File: config.mk
export PLATFORM = sky130hd
export DESIGN_NAME = updown_counter_param_flat
export DESIGN_NICKNAME = d
export VERILOG_FILES = /design/src/rtl/updown_counter_param_if.sv /design/src/rtl/updown_counter_param.sv /design/src/flat_wrapper.sv
export SDC_FILE = /design/constraint.sdc
export NUM_CORES = 1
export LEC_CHECK = 0
export ABC_AREA = 1
export CAP_MARGIN = 20
export CORE_UTILIZATION = 47
export CTS_BUF_LIST = sky130_fd_sc_hd__clkbuf_4 sky130_fd_sc_hd__clkbuf_8 sky130_fd_sc_hd__clkbuf_16
export DETAILED_ROUTE_END_ITERATION = 8
export PLACE_DENSITY = 0.8
export SYNTH_ARGS = -nofsm -noshare
export SYNTH_HDL_FRONTEND = slang
export SYNTH_SLANG_ARGS = --single-unit
File: constraint.sdc
create_clock -name clk -period 1.9 [get_ports clk]
set_input_delay 0.38 -clock clk [delete_from_list [all_inputs] [get_ports clk]]
set_output_delay 0.38 -clock clk [all_outputs]
set_load 0.02 [all_outputs]
File: src/rtl/updown_counter_param_if.sv
// rtl/updown_counter_param_if.sv - control and status bundle for the parametrised up/down counter
interface updown_counter_param_if #(
  parameter int WIDTH  = 8,
  parameter int STEP_W = 4
);
  logic              en;
  logic              up;
  logic [STEP_W-1:0] step;
  logic              load;
  logic [WIDTH-1:0]  load_val;
  logic              clr_flags;
  logic [WIDTH-1:0]  count;
  logic              tc;
  logic              ovf_sticky;
  logic              unf_sticky;
  logic              at_max;
  logic              at_min;

  modport master (
    output en, up, step, load, load_val, clr_flags,
    input  count, tc, ovf_sticky, unf_sticky, at_max, at_min
  );

  modport slave (
    input  en, up, step, load, load_val, clr_flags,
    output count, tc, ovf_sticky, unf_sticky, at_max, at_min
  );
endinterface

File: src/rtl/updown_counter_param.sv
// rtl/updown_counter_param.sv - up/down counter with programmable modulus, step, load and wrap/saturate
module updown_counter_param #(
  parameter int WIDTH    = 8,
  parameter int MAX_VAL  = 2**WIDTH-1,
  parameter bit SATURATE = 1'b0,
  parameter int STEP_W   = 4
) (
  input  logic                 clk,
  input  logic                 rst,
  updown_counter_param_if.slave bus
);
  localparam logic [WIDTH:0]   MAX_EXT = (WIDTH+1)'(MAX_VAL);
  localparam logic [WIDTH:0]   MOD_EXT = (WIDTH+1)'(MAX_VAL + 1);
  localparam logic [WIDTH-1:0] MAX_CNT = WIDTH'(MAX_VAL);

  logic [WIDTH-1:0] count_q;
  logic             tc_q;
  logic             ovf_q;
  logic             unf_q;
  logic [WIDTH:0]   step_ext;
  logic [WIDTH:0]   s_eff;
  logic [WIDTH:0]   cnt_ext;
  logic [WIDTH:0]   sum_ext;
  logic [WIDTH:0]   load_ext;
  logic [WIDTH-1:0] count_d;
  logic             ovf_evt;
  logic             unf_evt;

  // One extra bit of headroom keeps count+s and count+MOD-s exact before folding back.
  always_comb begin
    step_ext = (WIDTH+1)'(bus.step);
    s_eff    = (step_ext > MAX_EXT) ? MAX_EXT : step_ext;
    cnt_ext  = {1'b0, count_q};
    sum_ext  = cnt_ext + s_eff;
    load_ext = {1'b0, bus.load_val};
    ovf_evt  = 1'b0;
    unf_evt  = 1'b0;
    count_d  = count_q;
    if (bus.load) begin
      count_d = (load_ext > MAX_EXT) ? MAX_CNT : bus.load_val;
    end else if (bus.en) begin
      if (bus.up) begin
        if (sum_ext > MAX_EXT) begin
          ovf_evt = 1'b1;
          count_d = SATURATE ? MAX_CNT : WIDTH'(sum_ext - MOD_EXT);
        end else begin
          count_d = WIDTH'(sum_ext);
        end
      end else begin
        if (s_eff > cnt_ext) begin
          unf_evt = 1'b1;
          count_d = SATURATE ? '0 : WIDTH'(cnt_ext + MOD_EXT - s_eff);
        end else begin
          count_d = WIDTH'(cnt_ext - s_eff);
        end
      end
    end
  end

  // A boundary event in the same cycle as clr_flags leaves its flag set.
  always_ff @(posedge clk or posedge rst) begin
    if (rst) begin
      count_q <= '0;
      tc_q    <= 1'b0;
      ovf_q   <= 1'b0;
      unf_q   <= 1'b0;
    end else begin
      count_q <= count_d;
      tc_q    <= ovf_evt | unf_evt;
      ovf_q   <= ovf_evt | (ovf_q & ~bus.clr_flags);
      unf_q   <= unf_evt | (unf_q & ~bus.clr_flags);
    end
  end

  assign bus.count      = count_q;
  assign bus.tc         = tc_q;
  assign bus.ovf_sticky = ovf_q;
  assign bus.unf_sticky = unf_q;
  assign bus.at_max     = (count_q == MAX_CNT);
  assign bus.at_min     = (count_q == '0);
endmodule
File: src/flat_wrapper.sv
// flat-port wrapper written by rule: the top's interface ports become plain ports
module updown_counter_param_flat 
#(
  parameter int WIDTH    = 8,
  parameter int MAX_VAL  = 2**WIDTH-1,
  parameter bit SATURATE = 1'b0,
  parameter int STEP_W   = 4
)
  (clk, rst, bus_en, bus_up, bus_step, bus_load, bus_load_val, bus_clr_flags, bus_count, bus_tc, bus_ovf_sticky, bus_unf_sticky, bus_at_max, bus_at_min);
  updown_counter_param_if #(.WIDTH(WIDTH), .STEP_W(STEP_W)) bus_i ();
  input  logic clk;
  input  logic rst;
  input wire logic [$bits(bus_i.en)-1:0] bus_en;
  input wire logic [$bits(bus_i.up)-1:0] bus_up;
  input wire logic [$bits(bus_i.step)-1:0] bus_step;
  input wire logic [$bits(bus_i.load)-1:0] bus_load;
  input wire logic [$bits(bus_i.load_val)-1:0] bus_load_val;
  input wire logic [$bits(bus_i.clr_flags)-1:0] bus_clr_flags;
  output wire logic [$bits(bus_i.count)-1:0] bus_count;
  output wire logic [$bits(bus_i.tc)-1:0] bus_tc;
  output wire logic [$bits(bus_i.ovf_sticky)-1:0] bus_ovf_sticky;
  output wire logic [$bits(bus_i.unf_sticky)-1:0] bus_unf_sticky;
  output wire logic [$bits(bus_i.at_max)-1:0] bus_at_max;
  output wire logic [$bits(bus_i.at_min)-1:0] bus_at_min;
  assign bus_i.en = bus_en;
  assign bus_i.up = bus_up;
  assign bus_i.step = bus_step;
  assign bus_i.load = bus_load;
  assign bus_i.load_val = bus_load_val;
  assign bus_i.clr_flags = bus_clr_flags;
  assign bus_count = bus_i.count;
  assign bus_tc = bus_i.tc;
  assign bus_ovf_sticky = bus_i.ovf_sticky;
  assign bus_unf_sticky = bus_i.unf_sticky;
  assign bus_at_max = bus_i.at_max;
  assign bus_at_min = bus_i.at_min;
  updown_counter_param #(.WIDTH(WIDTH), .MAX_VAL(MAX_VAL), .SATURATE(SATURATE), .STEP_W(STEP_W)) u_core (.clk(clk), .rst(rst), .bus(bus_i));
endmodule
==> results of run 1 <==
[sequential cells by signal, indices dropped and copies added (netlist names)]
name                   count
u_core.bus.count           8
u_core.bus.ovf_sticky      1
u_core.bus.unf_sticky      1
u_core.bus.tc              1
[cell families (layout without fill, tap and decap cells)]
group | count (synthesis) | count (layout)
and+or+nand+nor | 88 | 88
buffers and inverters | 30 | 81
AOI/OAI and AO/OA | 18 | 18
DFF | 11 | 11
adders and majority gates | 10 | 10
xor gates and xnor gates | 2 | 2
[per-stage QoR]
stage	cells	instance area [sq um]	hold WS, ps	power (mW)	setup TNS (ps)
after floorplan	159	1060	232	0.592	0
after global placement	230	1510	504	0.812	-1920
after detailed placement	230	1510	530	0.830	-2270
after CTS	236	1560	417	1.03	0
after global routing	237	1620	465	1.15	-35.8
final	237	1620	398	1.09	0
[layout make-up]
type                            count  area [sq um]
Sequential cell                    11           278
Tap cell                           27          33.8
Timing Repair Buffer               51           454
Inverter                           26          97.6
Clock buffer                        4          30.0
Fill cell                         148           419
Multi-Input combinational cell    118           729
[routing by layer]
metal | track usage, % | up-vias | wire length (microns)
met5 | 0 | - | 0
met4 | 8.57 | 0 | 85
met3 | 4.32 | 14 | 238
met2 | 52.5 | 69 | 1800
met1 | 34.1 | 610 | 1410
li1 | - | 619 | -
[timing repair]
action | 4_1_cts | 5_1_grt
pin swaps | 5 | 5
resized for setup | 8 | 19
endpoints found under the setup margin | 4 | 10
setup buffers | 2 | 1
hold endpoints to repair | 0 | 0
[layout by cell type, fill, tap and decap left out, drive strengths merged, types with 5 or more instances in the layout]
cell	synthesis	layout
inv	26	26
clkdlybuf4s50	0	24
o21ai	8	8
nand3	16	16
buf	3	21
nand4	5	5
dfrtp	11	11
ha	8	8
nor2	15	15
nand2	45	45
clkbuf	1	5
[how the worst max path moves through the flow]
stage                                    startpoint                               to  slack, ps
detailed placement                      bus_step[0]  u_core.bus.count[6]$_DFFE_PP0P_       -360
CTS                                     bus_step[2]  u_core.bus.count[3]$_DFFE_PP0P_        0.7
finish              u_core.bus.count[0]$_DFFE_PP0P_  u_core.bus.count[6]$_DFFE_PP0P_         80
global placement                        bus_step[0]  u_core.bus.count[6]$_DFFE_PP0P_       -300
global route        u_core.bus.count[1]$_DFFE_PP0P_  u_core.bus.count[7]$_DFFE_PP0P_        -20
floorplan           u_core.bus.count[1]$_DFFE_PP0P_  u_core.bus.count[6]$_DFFE_PP0P_         30
[worst max-delay path, stage by stage, from the launching register on]
cell and delay (ps):
dfrtp_2 400, inv_2 70, ha_4 160, fa_2 320, inv_1 80, nand3_1 70, nand2_1 90, nor2_1 60
nand2_1 90, o21ai_2 60, or2_1 210, nand3_1 70, nand2_1 50
[power by group]
| group | internal [mW] | leakage [nW] | switching (mW) | total [mW] |
|---|---|---|---|---|
| sequential | 0.261 | 0.136 | 0.0323 | 0.293 |
| clock | 0.0957 | 0.0184 | 0.0802 | 0.176 |
| combinational | 0.281 | 0.660 | 0.339 | 0.620 |
==> impl_metrics.py, run 1 <==
metrics = {
    "placement": {
        "portBuffers": 30,
        "dp_hpwl_mm": 2.47,
        "globalplace.congestion": 0.871,
        "pre_cts_slack_ps": -363,
    },
    "drt": {
        "wirelength_mm": 3.54,
        "num_vias": 1312,
        "wl_per_cell_microns": 14.9,
        "drt_iter0_markers": 75,
        "drt-pass1-iter-count": 5,
        "viasPerCell": 5.54,
        "drtAntennaViolNets": 0,
        "drc": 0,
    },
    "critical_path": {
        "r2r_start": "u_core.bus.count[0]$_DFFE_PP0P_",
        "crit_path_max_fanout": 4,
        "r2r_slack_ps": 80,
        "cp.arrival_ps": 1980,
        "cp.required_ps": 2060,
        "r2r_end": "u_core.bus.count[6]$_DFFE_PP0P_",
        "crit_type": "flip-flop to flip-flop",
        "crit_path_end_kind": "flip-flop",
        "cp-start-kind": "flip-flop",
        "reg2reg_depth": 12,
    },
    "synth": {
        "yosysMostFrequentCell": "nand2_1",
        "synth-compound-area-share_pct": 11.1,
        "yosys.area_share.simple_pct": 36.5,
        "ys_top_cells_by_area": "dfrtp_1 (26%), nand2_1 (16%), ha_1 (9.5%), inv_1 (8.2%), nand3_1 (7.6%)",
        "ys_async_sr_fraction_pct": 100,
        "synth_largest_area_cell": "dfrtp_1",
        "synth_fa_ha_area_share_pct": 13.2,
        "synth_cells": 159,
        "yosys_most_used_dff": "dfrtp_1",
        "synth.distinct_cells": 28,
        "synth_nets": 187,
        "yosysTopAreaCellShare_pct": 26.0,
        "synth_edf_count": 0,
        "netlist_top_cells_count": "nand2_1 (44), inv_1 (23), nand3_1 (16), nor2_1 (13), dfrtp_1 (11)",
        "synth_xor_area_share_pct": 1.65,
        "ys_ff_latch": 11,
        "synth_top_family_by_area": "simple AND/OR/NAND/NOR gates",
        "synth_mux_area_share_pct": 0,
        "yosys_warnings": 0,
        "syn_area_per_cell_sq_um": 6.66,
        "syn_area_sq_um": 1060,
        "yosysSeqAreaShare_pct": 26.0,
    },
    "sta": {
        "finalSetupViolations": 0,
        "fin_worst_skew_ps": 1.88,
        "tightest_slew_ps": 424,
        "slew_viol_final": 0,
        "setup_ws_ps": 81.7,
        "hold_violations": 0,
        "fin_crit_sh_pct": 95.7,
        "fin_crit_ps": 1820,
        "fmax_mhz": 550,
        "relSlewSlack_pct": 71.7,
    },
    "power": {
        "p_leak_nw": 0.814,
        "p_per_area_nw_per_um2": 671,
        "peakVddDrop_v": 0.000539,
    },
    "clocking": {
        "clk_latency_ps": 270,
        "h-tree-depth": 1,
        "ctsHoldBuffers": 0,
        "cts-root-buf": "clkbuf_4",
        "cts_tree": "done",
        "cts.path.max_buffers": 2,
        "clk_pin_slew_ps": 70,
        "numCtsBuffers": 3,
        "cts.sinks": 11,
    },
    "job": {
        "cap_violations": 0,
    },
    "layout": {
        "final_nets": 239,
        "final_util_pct": 79.5,
        "drive_gt1_share_pct": 22.4,
        "area_growth_pct": 53.3,
        "n_antenna_cell": 0,
    },
    "grt": {
        "antenna_found_initial": 0,
        "grt_pass1_vias": 1265,
        "grt_util_all_layers_pct": 28.6,
        "grt_pass1_wl_mm": 5.42,
        "grt_max_degree": 12,
        "grt_overflow": 0,
    },
    "floorplan": {
        "io_pins": 31,
        "dieHeight_microns": 49.5,
        "die_area_sq_um": 2450,
        "die_w_microns": 49.5,
        "rows": 16,
        "start_util_pct": 51.8,
        "coreArea_sq_um": 2040,
    },
    "outcome": {
        "status": "complete, no violations",
    },
    "min_path": {
        "hp-class": "input pin to async pin",
    },
}
No activity file was read; power rests on OpenSTA's default activity.
==> inputs of run 2 (changes only) <==
- CORE_MARGIN: default -> 1.5
- CTS_CLUSTER_SIZE: default -> 24
- TNS_END_PERCENT: default -> 100
==> impl_metrics.py, run 2 (same netlist as run 1, synthesis figures left out) <==
metrics = {
    "grt": {
        "grt_overflow": 0,
        "antenna_found_initial": 0,
        "grt_pass1_wl_mm": 5.44,
        "grt_pass1_vias": 1233,
        "grt_util_all_layers_pct": 27.7,
        "grt_max_degree": 12,
    },
    "placement": {
        "portBuffers": 30,
        "globalplace.congestion": 0.837,
        "placed_cell_area_sq_um": 1520,
        "dp_hpwl_mm": 2.61,
    },
    "sta": {
        "relSlewSlack_pct": 70.8,
        "fin_crit_ps": 1940,
        "fin_worst_skew_ps": 4.53,
        "hold-worst-slack_ps": 401,
        "setup_ws_ps": -42.1,
        "hold_violations": 0,
        "fin_crit_sh_pct": 102,
        "slew_viol_final": 0,
        "finalSetupViolations": 1,
        "fmax_mhz": 515,
        "tightest_slew_ps": 438,
        "rsz0062_at_grt": "true",
        "tns_ps": -42.1,
    },
    "clocking": {
        "cts-root-buf": "clkbuf_4",
        "clk_pin_slew_ps": 70,
        "cts_tree": "done",
        "h-tree-depth": 1,
        "cts.path.max_buffers": 2,
        "numCtsBuffers": 3,
        "cts.sinks": 11,
        "ctsHoldBuffers": 0,
        "clk_latency_ps": 270,
    },
    "critical_path": {
        "crit_path_end_kind": "flip-flop",
        "cp.arrival_ps": 2100,
        "crit_path_max_fanout": 4,
        "crit_type": "flip-flop to flip-flop",
        "cp-start-kind": "flip-flop",
        "cp.required_ps": 2050,
    },
    "drt": {
        "drtAntennaViolNets": 0,
        "drc": 0,
        "wirelength_mm": 3.71,
        "num_vias": 1354,
        "drt-pass1-iter-count": 4,
        "drt_iter0_markers": 63,
        "wl_per_cell_microns": 15.5,
        "viasPerCell": 5.67,
    },
    "layout": {
        "final_nets": 241,
        "drive_gt1_share_pct": 26.9,
        "area_growth_pct": 56.7,
        "design_area_sq_um": 1660,
        "largest_register_ffs": 8,
        "n_antenna_cell": 0,
        "final_util_pct": 81.3,
        "final_common_cell": "nand2_1",
        "final_cell_mix": "nand2_1 (41), clkdlybuf4s50_1 (25), buf_4 (23), inv_1 (21), nand3_1 (14)",
        "n_fill_cell": 134,
    },
    "floorplan": {
        "dieHeight_microns": 50.5,
        "io_pins": 31,
        "coreArea_sq_um": 2040,
        "start_util_pct": 51.8,
        "die_area_sq_um": 2550,
        "die_w_microns": 50.5,
        "rows": 16,
    },
    "power": {
        "p_per_area_nw_per_um2": 669,
        "peakVddDrop_v": 0.000534,
        "p_leak_nw": 0.823,
    },
    "outcome": {
        "status": "finished with violations",
        "failed_checks": "setup timing",
    },
    "min_path": {
        "hp-class": "input pin to async pin",
    },
    "job": {
        "cap_violations": 0,
    },
}
run 2: worst paths after layout:
check | slack, ps | end | cells after the start | startpoint
worst min register to register | 550 | u_core.bus.unf_sticky$_DFF_PP0_ | 2 | u_core.bus.unf_sticky$_DFF_PP0_
worst min-delay path | 400 | u_core.bus.count[2]$_DFFE_PP0P_ | 2 | rst
worst max register to register | -40 | u_core.bus.count[6]$_DFFE_PP0P_ | 12 | u_core.bus.count[0]$_DFFE_PP0P_
max in group asynchronous | 1170 | u_core.bus.count[3]$_DFFE_PP0P_ | 2 | rst
worst max-delay path | -40 | u_core.bus.count[6]$_DFFE_PP0P_ | 12 | u_core.bus.count[0]$_DFFE_PP0P_
min in group clk | 550 | u_core.bus.unf_sticky$_DFF_PP0_ | 2 | u_core.bus.unf_sticky$_DFF_PP0_
run 2: worst max-delay path, stage by stage, from the launching register on:
cell	delay, ps
dfrtp_2	430
inv_4	60
ha_4	160
fa_2	340
inv_2	70
nand3_1	70
nand2_1	130
nor2_2	60
nand2_1	100
o21ai_2	70
or2_1	240
nand3_2	70
nand2_2	50
run 2: layout make-up:
cell class | count | area, sq um | share of cell area [%]
Clock buffer | 4 | 30.0 | 1.81
Tap cell | 27 | 33.8 | 2.04
Timing Repair Buffer | 53 | 467 | 28.1
Inverter | 26 | 100 | 6.03
Sequential cell | 11 | 278 | 16.7
Multi-Input combinational cell | 118 | 751 | 45.2
run 2: repair_timing:
action,CTS,global route
setup buffers,0,3
resized for setup,9,23
setup endpoints to repair,4,9
pin swaps,1,5
run 2: power breakdown:
part,total (mW),switching [mW],internal (mW),leakage [nW]
combinational,0.639,0.345,0.294,0.669
sequential,0.295,0.0346,0.261,0.136
clock,0.176,0.0808,0.0955,0.0184
run 2: layer usage:
metal	routed length [microns]	vias up	global-route usage (%)
li1	-	626	-
met1	1450	630	33.0
met2	1910	82	52.4
met3	245	16	3.57
met4	103	0	5.86
met5	0	-	0
run 2: per-stage QoR:
| stage | setup WS (ps) | cells | total power [mW] |
|---|---|---|---|
| final | -42.1 | 239 | 1.11 |
| after global routing | -145 | 239 | 1.18 |
| after CTS | 6.99 | 236 | 1.02 |
| after detailed placement | -406 | 232 | 0.838 |
| after global placement | -301 | 232 | 0.819 |
| after floorplan | 33.9 | 159 | 0.592 |
==> inputs of run 3 (changes only) <==
- GPL_TIMING_DRIVEN: default -> 0
==> impl_metrics.py, run 3 (same netlist as run 1, synthesis figures left out) <==
metrics = {
    "outcome": {
        "status": "complete, no violations",
    },
    "layout": {
        "final_nets": 223,
        "n_antenna_cell": 0,
        "final_common_cell": "nand2_1",
        "drive_gt1_share_pct": 17.0,
        "final_cells": 221,
        "largest_register_ffs": 8,
        "final_cell_mix": "nand2_1 (43), clkdlybuf4s50_1 (24), inv_1 (20), nand3_1 (16), nor2_1 (12)",
        "area_growth_pct": 39.2,
        "final_util_pct": 72.2,
        "design_area_sq_um": 1470,
    },
    "sta": {
        "fmax_mhz": 546,
        "hold_violations": 0,
        "tns_ps": 0,
        "hold-worst-slack_ps": 401,
        "fin_crit_sh_pct": 96.4,
        "finalSetupViolations": 0,
        "slew_viol_final": 0,
        "setup_ws_ps": 67.9,
        "tightest_slew_ps": 494,
        "relSlewSlack_pct": 67.0,
        "fin_worst_skew_ps": 3.29,
        "fin_crit_ps": 1830,
    },
    "critical_path": {
        "cp_num_cells": 1,
        "crit_path_end_kind": "primary output",
        "crit_type": "flip-flop to primary output",
        "reg2reg_depth": 12,
        "crit_path_max_fanout": 6,
        "cp_slowest_cell": "clkdlybuf4s50_1",
        "crit_chain": "clkdlybuf4s50_1",
        "crit_buf_inv": 1,
        "cp.required_ps": 1520,
        "critPathTopFamily": "buffers and inverters",
        "cp.arrival_ps": 1450,
        "cp-start-kind": "flip-flop",
        "critPathMaxStageDelay_ps": 660,
    },
    "clocking": {
        "clk_pin_slew_ps": 80,
        "clk_latency_ps": 270,
        "ctsHoldBuffers": 0,
        "h-tree-depth": 1,
        "numCtsBuffers": 3,
        "cts.sinks": 11,
        "cts.path.max_buffers": 2,
        "cts-root-buf": "clkbuf_4",
        "cts_tree": "done",
    },
    "drt": {
        "drt-pass1-iter-count": 4,
        "wl_met2_mm": 1.49,
        "wl_per_cell_microns": 13.1,
        "wirelength_met1_mm": 1.27,
        "wl_met3_microns": 115,
        "viasPerCell": 5.23,
        "drc": 0,
        "highest_layer": "met4",
        "wirelength_mm": 2.90,
        "num_vias": 1155,
        "drtAntennaViolNets": 0,
        "drt_iter0_markers": 39,
    },
    "power": {
        "p_per_area_nw_per_um2": 667,
        "p_total_mw": 0.984,
        "peakVddDrop_v": 0.000669,
        "p_leak_nw": 0.712,
    },
    "placement": {
        "pre_cts_slack_ps": -420,
        "portBuffers": 29,
        "placed_cell_area_sq_um": 1380,
        "globalplace.congestion": 0.862,
        "dp.cells": 215,
        "dp_hpwl_mm": 2.25,
    },
    "grt": {
        "grt_max_degree": 12,
        "antenna_found_initial": 0,
        "grt_util_all_layers_pct": 23.3,
        "grt_pass1_vias": 1086,
        "grt_pass1_wl_mm": 4.55,
        "grt_overflow": 0,
    },
    "floorplan": {
        "die_w_microns": 50.5,
        "die_area_sq_um": 2550,
        "coreArea_sq_um": 2040,
        "io_pins": 31,
        "start_util_pct": 51.8,
        "dieHeight_microns": 50.5,
        "rows": 16,
    },
    "job": {
        "cap_violations": 0,
    },
    "min_path": {
        "hp-class": "input pin to async pin",
    },
}
==> run 3: routing by layer <==
metal / track usage (%) / vias up
met5: 0 / -
met4: 9.91 / 0
met3: 2.08 / 4
met2: 39.5 / 26
met1: 30.3 / 536
li1: - / 589
==> run 3: power breakdown <==
group          switching (mW)  leakage [nW]  total [mW]  internal [mW]
Sequential             0.0396         0.136       0.300          0.260
Clock                  0.0825        0.0184       0.178         0.0954
Combinational           0.287         0.558       0.506          0.219
==> run 3: worst paths after layout <==
kind                                                  from                         endpoint  slack (ps)
setup reg to reg           u_core.bus.count[0]$_DFFE_PP0P_  u_core.bus.count[6]$_DFFE_PP0P_         100
hold reg to reg            u_core.bus.unf_sticky$_DFF_PP0_  u_core.bus.unf_sticky$_DFF_PP0_         520
max in group asynchronous                              rst  u_core.bus.count[0]$_DFFE_PP0P_        1180
hold / removal                                         rst  u_core.bus.count[2]$_DFFE_PP0P_         400
min in group clk           u_core.bus.unf_sticky$_DFF_PP0_  u_core.bus.unf_sticky$_DFF_PP0_         520
setup / recovery           u_core.bus.count[3]$_DFFE_PP0P_                     bus_count[3]          70
==> run 3: repair_timing <==
item / in CTS / in global routing
setup buffers: 1 / 1
gates cloned: 0 / 0
pin swaps: 2 / 3
gates resized for setup: 14 / 15
setup endpoints to repair: 3 / 7
==> run 3: layout make-up <==
| type | count | area, sq um |
|---|---|---|
| Buffer | 4 | 23.8 |
| Timing Repair Buffer | 31 | 295 |
| Clock buffer | 4 | 30.0 |
| Fill cell | 163 | 568 |
| Sequential cell | 11 | 278 |
| Multi-Input combinational cell | 118 | 716 |
| Tap cell | 27 | 33.8 |
| Inverter | 26 | 97.6 |
